$ cat src/rtl/truth_table_checker_sat_counter.sv
// Saturating up-counter with synchronous clear; holds at all-ones.
module sat_counter #(
  parameter int W = 4
) (
  input  logic         clk,
  input  logic         rst,
  input  logic         clr,
  input  logic         inc,
  output logic [W-1:0] count
);

  // Count register: reset/clear to zero, increment until all ones.
  always_ff @(posedge clk) begin
    if (rst) begin
      count <= {W{1'b0}};
    end else if (clr) begin
      count <= {W{1'b0}};
    end else if (inc && (count != {W{1'b1}})) begin
      count <= count + {{(W-1){1'b0}}, 1'b1};
    end else begin
      count <= count;
    end
  end

endmodule

$ cat config.mk
export PLATFORM = sky130hd
export DESIGN_NAME = sat_counter
export DESIGN_NICKNAME = d
export VERILOG_FILES = /design/src/rtl/truth_table_checker_sat_counter.sv
export SDC_FILE = /design/constraint.sdc
export NUM_CORES = 1
export LEC_CHECK = 0
export CORE_AREA = 5 5 42 44
export CTS_BUF_LIST = sky130_fd_sc_hd__clkbuf_4 sky130_fd_sc_hd__clkbuf_8
export DETAILED_ROUTE_END_ITERATION = 10
export DIE_AREA = 0 0 47 49
export HOLD_SLACK_MARGIN = 0.02
export PLACE_DENSITY_LB_ADDON = 0.15
export REMOVE_ABC_BUFFERS = 1
export SETUP_SLACK_MARGIN = 0.1
export SLEW_MARGIN = 25
export SYNTH_ARGS = -nofsm -noshare
export SYNTH_HDL_FRONTEND = slang
export SYNTH_SLANG_ARGS = --single-unit
$ cat constraint.sdc
create_clock -name clk -period 1 [get_ports clk]
set_input_delay 0.2 -clock clk [delete_from_list [all_inputs] [get_ports clk]]
set_output_delay 0.2 -clock clk [all_outputs]
set_load 0.1 [all_outputs]
# ---- After elaboration in Yosys (flattened, before gate mapping)
# Index checks and enable logic that the tools add are counted.
dict set report word_totals {
  ff_bits 4
  latchBits 0
  ramBits 0
  mem_bits_ro 0
  memories 0
}
dict set report op_classes {
  n_addsub 1
  mul 0
  div_mod_pow 0
  n_lt_le_gt_ge 0
  eq_ne 1
  shifts 0
  mux 0
  n_bitwise 0
  n_reduce_logical 2
}
# operator count
set ops {}
lappend ops {{4-bit by 1-bit adder with 4-bit output, second input constant} 1}
lappend ops {{4-bit != test, second input constant} 1}
lappend ops {{2-bit OR reduction} 1}
lappend ops {{1-bit logical AND} 1}

# ---- Longest topological paths before layout
# Gate-level depths: netlist (run 1).
dict set report logic_depth {
  ltp_word 2
  ltp_mapped 4
}

# ---- Worst setup path after synthesis (run 1)
# No wires, ideal clock.
dict set report synth_timing {
  path_type {reg-to-reg}
  from {reg count[0]}
  to {reg count[2]}
  t_arrival_ps 1722
  t_required_ps 886
  path_slack_ps -836
  path_stages_with_launch 4
  n_path_buf 0
  path_cell_list {dfxtp_1 -> ha_1 -> a21oi_1 -> a2111oi_0}
}
dict set report synth_between {
  elab_chain_len 2
}
# item line_no
set synth_lines {}
lappend synth_lines {{start, declared} 9} ;# output logic [W-1:0] count
lappend synth_lines {{start signal, assigned} 15} ;# count <= {W{1'b0}};
lappend synth_lines {{start signal, assigned} 17} ;# count <= {W{1'b0}};
lappend synth_lines {{start signal, assigned} 19} ;# count <= count + {{(W-1){1'b0}}, 1'b1};
lappend synth_lines {{parallel branches: the longest is 2 deep, another holds 4-bit by 1-bit adder with 4-bit output} n/a}
# Several ways; the timed one is not identified.
# A chain may end at the register's enable or synchronous reset.

# ---- Final worst setup path (run 1)
dict set report layout_timing {
  from {reg count[0]}
  to {out count[0]}
}
# No word-level cell between the ends.

==> flow_summary_export.csv, run 1 <==
group,metric,value,unit
timing,grt_setup_unrepaired,"true",
outcome,violations,"negative setup slack",
final_layout,top_register,"count",
floorplan,initial_core_util,13.48,%
route,num_vias,236,
route,wl_per_cell,10.82,um
final_layout,drive_above_1_share,58.97,%
global_routing,grt_start_max_net_pins,5,
yosys,yosysSeqAreaShare,42.38,%
timing,drv_slew,0,
clock_tree,cts.clk_slew.worst_paths,0.04,ns
yosys,syn_area_per_cell,8.588,sq um
timing,relSlewSlack,78.53,%
min_path,hold_depth,2,
pwr,ir_drop,0.0004938,V
clock_tree,cts.hold.buffers_added,0,
global_routing,grt_pass1_vias,245,
timing,finalSetupViolCount,6,
outcome,status,"finished with violations",
placement,port_buffers,7,
global_routing,grt.total_usage,6.329,%
final_layout,area_delta_synth_final,133.1,%
yosys,synth_top_area_cell,"dfxtp_1",
yosys,synth.cell_area,188.9,sq um
pwr,finalPower,0.4333,mW
setup_path,rr_worst_depth,4,
global_routing,grt_antenna_before_repair,0,
pwr,p_leak,0.1751,nW
yosys,synth_area_leaders,"dfxtp_1 (42%), mux2i_1 (11%), nand2_1 (9.9%), ha_1 (6.6%), a2111oi_1 (5.3%)",
timing,holdWs,0.3408,ns
floorplan,num_rows,14,
final_layout,nFillCells,161,
final_layout,n_antenna_cell,0,
job,cap_violations,0,
global_routing,grt_pass1_wl,966,um
placement,gp_congestion,0.7397,
setup_path,crit_path_end_kind,"primary output",
placement,place_hpwl,416.8,um
pwr,p_per_area,983.7,nW/um^2
timing,period_minus_slack,1.077,ns
route,drtAntennaViolNets,0,
yosys,yosys_register_bits,4,
setup_path,path_class,"flip-flop to primary output",
route,drtIter0Drc,5,
timing,setup_tns,-0.2799,ns
yosys,synth_cell_type_count,13,
timing,tightest_slew,0.3139,ns
clock_tree,htreeDepth,1,
floorplan,die_w,47,um
clock_tree,root_buffer,"clkbuf_4",
setup_path,required,0.80,ns
timing,fmax,928.9,MHz
floorplan,ios,8,
final_layout,layout_common_cells,"buf_12 (4), buf_6 (4)",
final_layout,largest_register_ffs,4,
final_layout,reg_top3,"count: 4 flops",
setup_path,start_kind,"flip-flop",
timing,clock_skew,0.001983,ns
floorplan,die_area,2303,sq um
setup_path,worstPathMaxFanout,4,
timing,hold_viol,0,
final_layout,fin_cells,55,
clock_tree,numCtsBuffers,3,
min_path,hp-class,"input pin to flip-flop",
route,drt-total-wl,595,um
final_layout,fin_nets,46,
route,drtPass1Iterations,2,
route,viasPerCell,4.291,
timing,setup_ws,-0.07658,ns
floorplan,die_height,49,um
yosys,yosysWarnings,0,
clock_tree,cts.sinks,4,
clock_tree,clockBufferDepth,2,
global_routing,grt-ovfl-total,0,
route,post-route-drc-count,0,
placement,dpl_cell_area,349.1,sq um
final_layout,fin_area,440.4,sq um
floorplan,design.core.area,1401,sq um
clock_tree,cts_tree,"done",
setup_path,cp.arrival,0.88,ns
placement,dpl.cell_count,49,
clock_tree,clk_latency,0.24,ns
yosys,netlist_instances,22,
yosys,synth_top_area_share,42.38,%
timing,period_share,107.7,%
-- cell type report --
type | instances | area [sq um] | area share (%)
multi-input combinational | 17 | 132.6 | 30.11
clock buffer | 3 | 22.52 | 5.114
inverter | 1 | 3.754 | 0.8523
tap | 16 | 20.02 | 4.545
timing repair buffer | 14 | 173.9 | 39.49
sequential | 4 | 87.58 | 19.89
-- metal layers --
metal	vias up	part of all wire [%]	wire (um)	GRT usage [%]
met3	4	9.1	54	1.845
met5	-	0	0	0
met2	10	43	255	7.692
met1	107	42	248	6.565
li1	115	-	-	-
met4	0	6.1	36	9.677
-- cells in the mapped netlist --
cell / n
ha_1: 1
or3_1: 1
a2111oi_1: 1
nor3_1: 1
nand4_1: 1
a2111oi_0: 1
a21oi_1: 1
nand3_1: 1
inv_1: 1
mux2i_1: 2
nor2_1: 2
nand2_1: 5
dfxtp_1: 4
-- timing repair --
item / CTS / global route
gates cloned: 0 / 0
pin swaps: 6 / 2
resized for setup: 16 / 2
setup endpoints to repair: 8 / 8
buffers inserted: 3 / 0
-- cell families after synthesis --
| group | count (synthesis) | share of synthesized area, % |
|---|---|---|
| DFF | 4 | 42.39 |
| and+or+nand+nor | 11 | 25.83 |
| adders and majority gates | 1 | 6.621 |
| muxes | 2 | 10.60 |
| buffers and inverters | 1 | 1.985 |
| AOI/OAI and AO/OA | 3 | 12.58 |
-- critical path: stages (launching register included) --
cell	delay, ns
dfxtp_2	0.35
buf_6	0.12
buf_12	0.16
-- per-stage QoR --
stage                     setup slack [ns]  utilization (%)
final                             -0.07658            31.43
after global routing               -0.1075            31.43
after CTS                         -0.08629            31.07
after detailed placement           -0.3661            24.91
after global placement             -0.3488            24.91
after floorplan                    -0.8364                -
-- worst paths after layout --
path	startpoint	endpoint	slack, ns
setup / recovery	count[0]	count[0]	-0.08
hold / removal	clr	count[3]	0.34
setup reg to reg	count[1]	count[2]	-0.06
hold reg to reg	count[2]	count[2]	0.59
-- report_power, final --
| part | switching, mW | internal [mW] |
|---|---|---|
| sequential | 0.00338 | 0.162 |
| combinational | 0.0393 | 0.0283 |
| clock | 0.0665 | 0.134 |
| total | 0.109 | 0.324 |
Power figures use the tool's default switching activity.
==> run 2: changes to the inputs <==
--- a/config.mk
+++ b/config.mk
@@ -5,15 +5,15 @@
 export SDC_FILE = /design/constraint.sdc
 export NUM_CORES = 1
 export LEC_CHECK = 0
-export CORE_AREA = 5 5 42 44
+export CORE_AREA = 3 3 40 42
 export CTS_BUF_LIST = sky130_fd_sc_hd__clkbuf_4 sky130_fd_sc_hd__clkbuf_8
 export DETAILED_ROUTE_END_ITERATION = 10
-export DIE_AREA = 0 0 47 49
+export DIE_AREA = 0 0 43 45
 export HOLD_SLACK_MARGIN = 0.02
 export PLACE_DENSITY_LB_ADDON = 0.15
 export REMOVE_ABC_BUFFERS = 1
 export SETUP_SLACK_MARGIN = 0.1
-export SLEW_MARGIN = 25
+export SLEW_MARGIN = 10
 export SYNTH_ARGS = -nofsm -noshare
 export SYNTH_HDL_FRONTEND = slang
 export SYNTH_SLANG_ARGS = --single-unit
==> run 2 against run 1 <==
- count of clock-buffer cells in the layout is the same
- largest cell class unchanged
- fmax grew 0.34%
- the flow still finishes with violations (negative setup slack)
- sequential power is essentially flat
- largest power group unchanged
- total power is essentially flat
- highest routed layer unchanged
- sequential cell count is the same
- global-route usage grew 1.3 points
==> flow_summary_export.csv, run 2 (synthesis results as in run 1) <==
group,metric,value,unit
route,drtAntennaViolNets,0,
pwr,power_frac_seq,38.3,%
timing,setup_ws,-0.07295,ns
timing,hold_viol,0,
final_layout,drive_above_1_share,58.97,%
setup_path,crit_path_end_kind,"primary output",
global_routing,grt-ovfl-total,0,
route,wl_per_cell,10.46,um
timing,tightest_slew,0.2874,ns
timing,period_minus_slack,1.073,ns
clock_tree,clockBufferDepth,2,
pwr,p_leak,0.1745,nW
clock_tree,numCtsBuffers,3,
floorplan,num_rows,13,
placement,dp_slack,-0.3834,ns
pwr,power.switching,0.1079,mW
timing,drv_slew,0,
clock_tree,htreeDepth,1,
timing,grt_setup_unrepaired,"true",
floorplan,die_w,43,um
final_layout,reg_top3,"count: 4 flops",
timing,relSlewSlack,80.79,%
global_routing,grt_pass1_wl,1.014,mm
pwr,intPower,0.3251,mW
final_layout,nFillCells,136,
final_layout,area_delta_synth_final,134.4,%
setup_path,cp.arrival,0.87,ns
global_routing,grt.total_usage,7.590,%
global_routing,grt_pass1_vias,262,
route,drt-total-wl,565,um
setup_path,cpPeakStageDelay,0.36,ns
clock_tree,cts.sinks,4,
final_layout,n_antenna_cell,0,
timing,fmax,932.0,MHz
outcome,status,"finished with violations",
timing,setup_tns,-0.2677,ns
min_path,hold_depth,2,
pwr,power.share.combinational,15.7,%
placement,gp_congestion,0.6961,
setup_path,start_kind,"flip-flop",
timing,clock_skew,0.002547,ns
final_layout,fin_area,442.9,sq um
final_layout,fin_cells,54,
final_layout,fin_nets,46,
clock_tree,cts.clk_slew.worst_paths,0.04,ns
setup_path,cp_cell_sequence,"buf_6, buf_12",
route,viasPerCell,4.352,
clock_tree,root_buffer,"clkbuf_4",
placement,port_buffers,7,
timing,finalSetupViolCount,6,
global_routing,grt_start_max_net_pins,5,
floorplan,design.core.area,1285,sq um
clock_tree,clk_latency,0.23,ns
pwr,p_per_area,977.4,nW/um^2
route,drtIter0Drc,0,
floorplan,ios,8,
final_layout,multiInputGateArea,136.4,sq um
pwr,ir_drop,0.0003108,V
pwr,p_sw_share,24.91,%
route,post-route-drc-count,0,
setup_path,slowest_stage,"dfxtp_4",
min_path,hp-class,"input pin to flip-flop",
global_routing,grt_antenna_before_repair,0,
job,cap_violations,0,
setup_path,worstPathMaxFanout,4,
route,num_vias,235,
floorplan,die_height,45,um
final_layout,fin_util,34.47,%
final_layout,largest_register_ffs,4,
floorplan,die_area,1935,sq um
pwr,clock_power_share,46.0,%
placement,dpl.cell_count,48,
outcome,violations,"negative setup slack",
setup_path,required,0.80,ns
final_layout,seqCellArea,87.58,sq um
setup_path,rr_worst_depth,3,
setup_path,path_class,"flip-flop to primary output",
clock_tree,cts_tree,"done",
timing,period_share,107.3,%
final_layout,top_register,"count",
placement,dpl_cell_area,347.8,sq um
floorplan,initial_core_util,14.70,%
route,drtPass1Iterations,1,
final_layout,layout_common_cells,"nand2_1 (4), buf_12 (4), buf_6 (4)",
## run 2: worst paths after layout
kind	slack, ns	endpoint	start
worst max-delay path	-0.07	count[0]	count[0]
worst min register to register	0.57	count[2]	count[2]
worst min-delay path	0.36	count[2]	clr
worst max register to register	-0.07	count[3]	count[0]
## run 2: area by class of cell
type                            count  area share [%]
Clock buffer                        3           5.085
Inverter                            1          0.8475
Sequential cell                     4           19.77
Multi-Input combinational cell     17           30.79
Tap cell                           15           4.237
Timing Repair Buffer               14           39.27
## run 2: per-layer routing
metal	up-vias	GRT usage, %	part of all wire [%]
met2	10	11.98	48
li1	117	-	-
met4	0	10.24	4.1
met3	4	3.187	7.1
met1	104	6.295	40
met5	-	0	0
## run 2: critical path: cells and delay by family, from the launching register on
family / cells / cell delay (ns)
buf+inv: 2 / 0.27
flops: 1 / 0.36
## run 2: power groups by stage
stage | logic, mW | clock network [mW] | registers, mW
5_1_grt | 0.0740 | 0.225 | 0.166
4_1_cts | 0.0687 | 0.219 | 0.167
6_report | 0.0680 | 0.199 | 0.166
3_3_place_gp | 0.0668 | 0 | 0.168
3_5_place_dp | 0.0684 | 0 | 0.168
2_1_floorplan | 0.0101 | 0 | 0.189
## run 2: repair_timing
item / CTS / global route
hold buffers: 0 / 0
pin swaps: 7 / 3
gates resized for setup: 17 / 2
endpoints found under the setup margin: 8 / 8
buffers inserted: 2 / 1
## run 2: through the flow
step                      power [mW]  hold WS (ns)
after floorplan               0.1986        0.2768
after CTS                     0.4548        0.3293
after global routing          0.4647        0.3862
after detailed placement      0.2360        0.5235
final                         0.4329        0.3619
after global placement        0.2344        0.5110
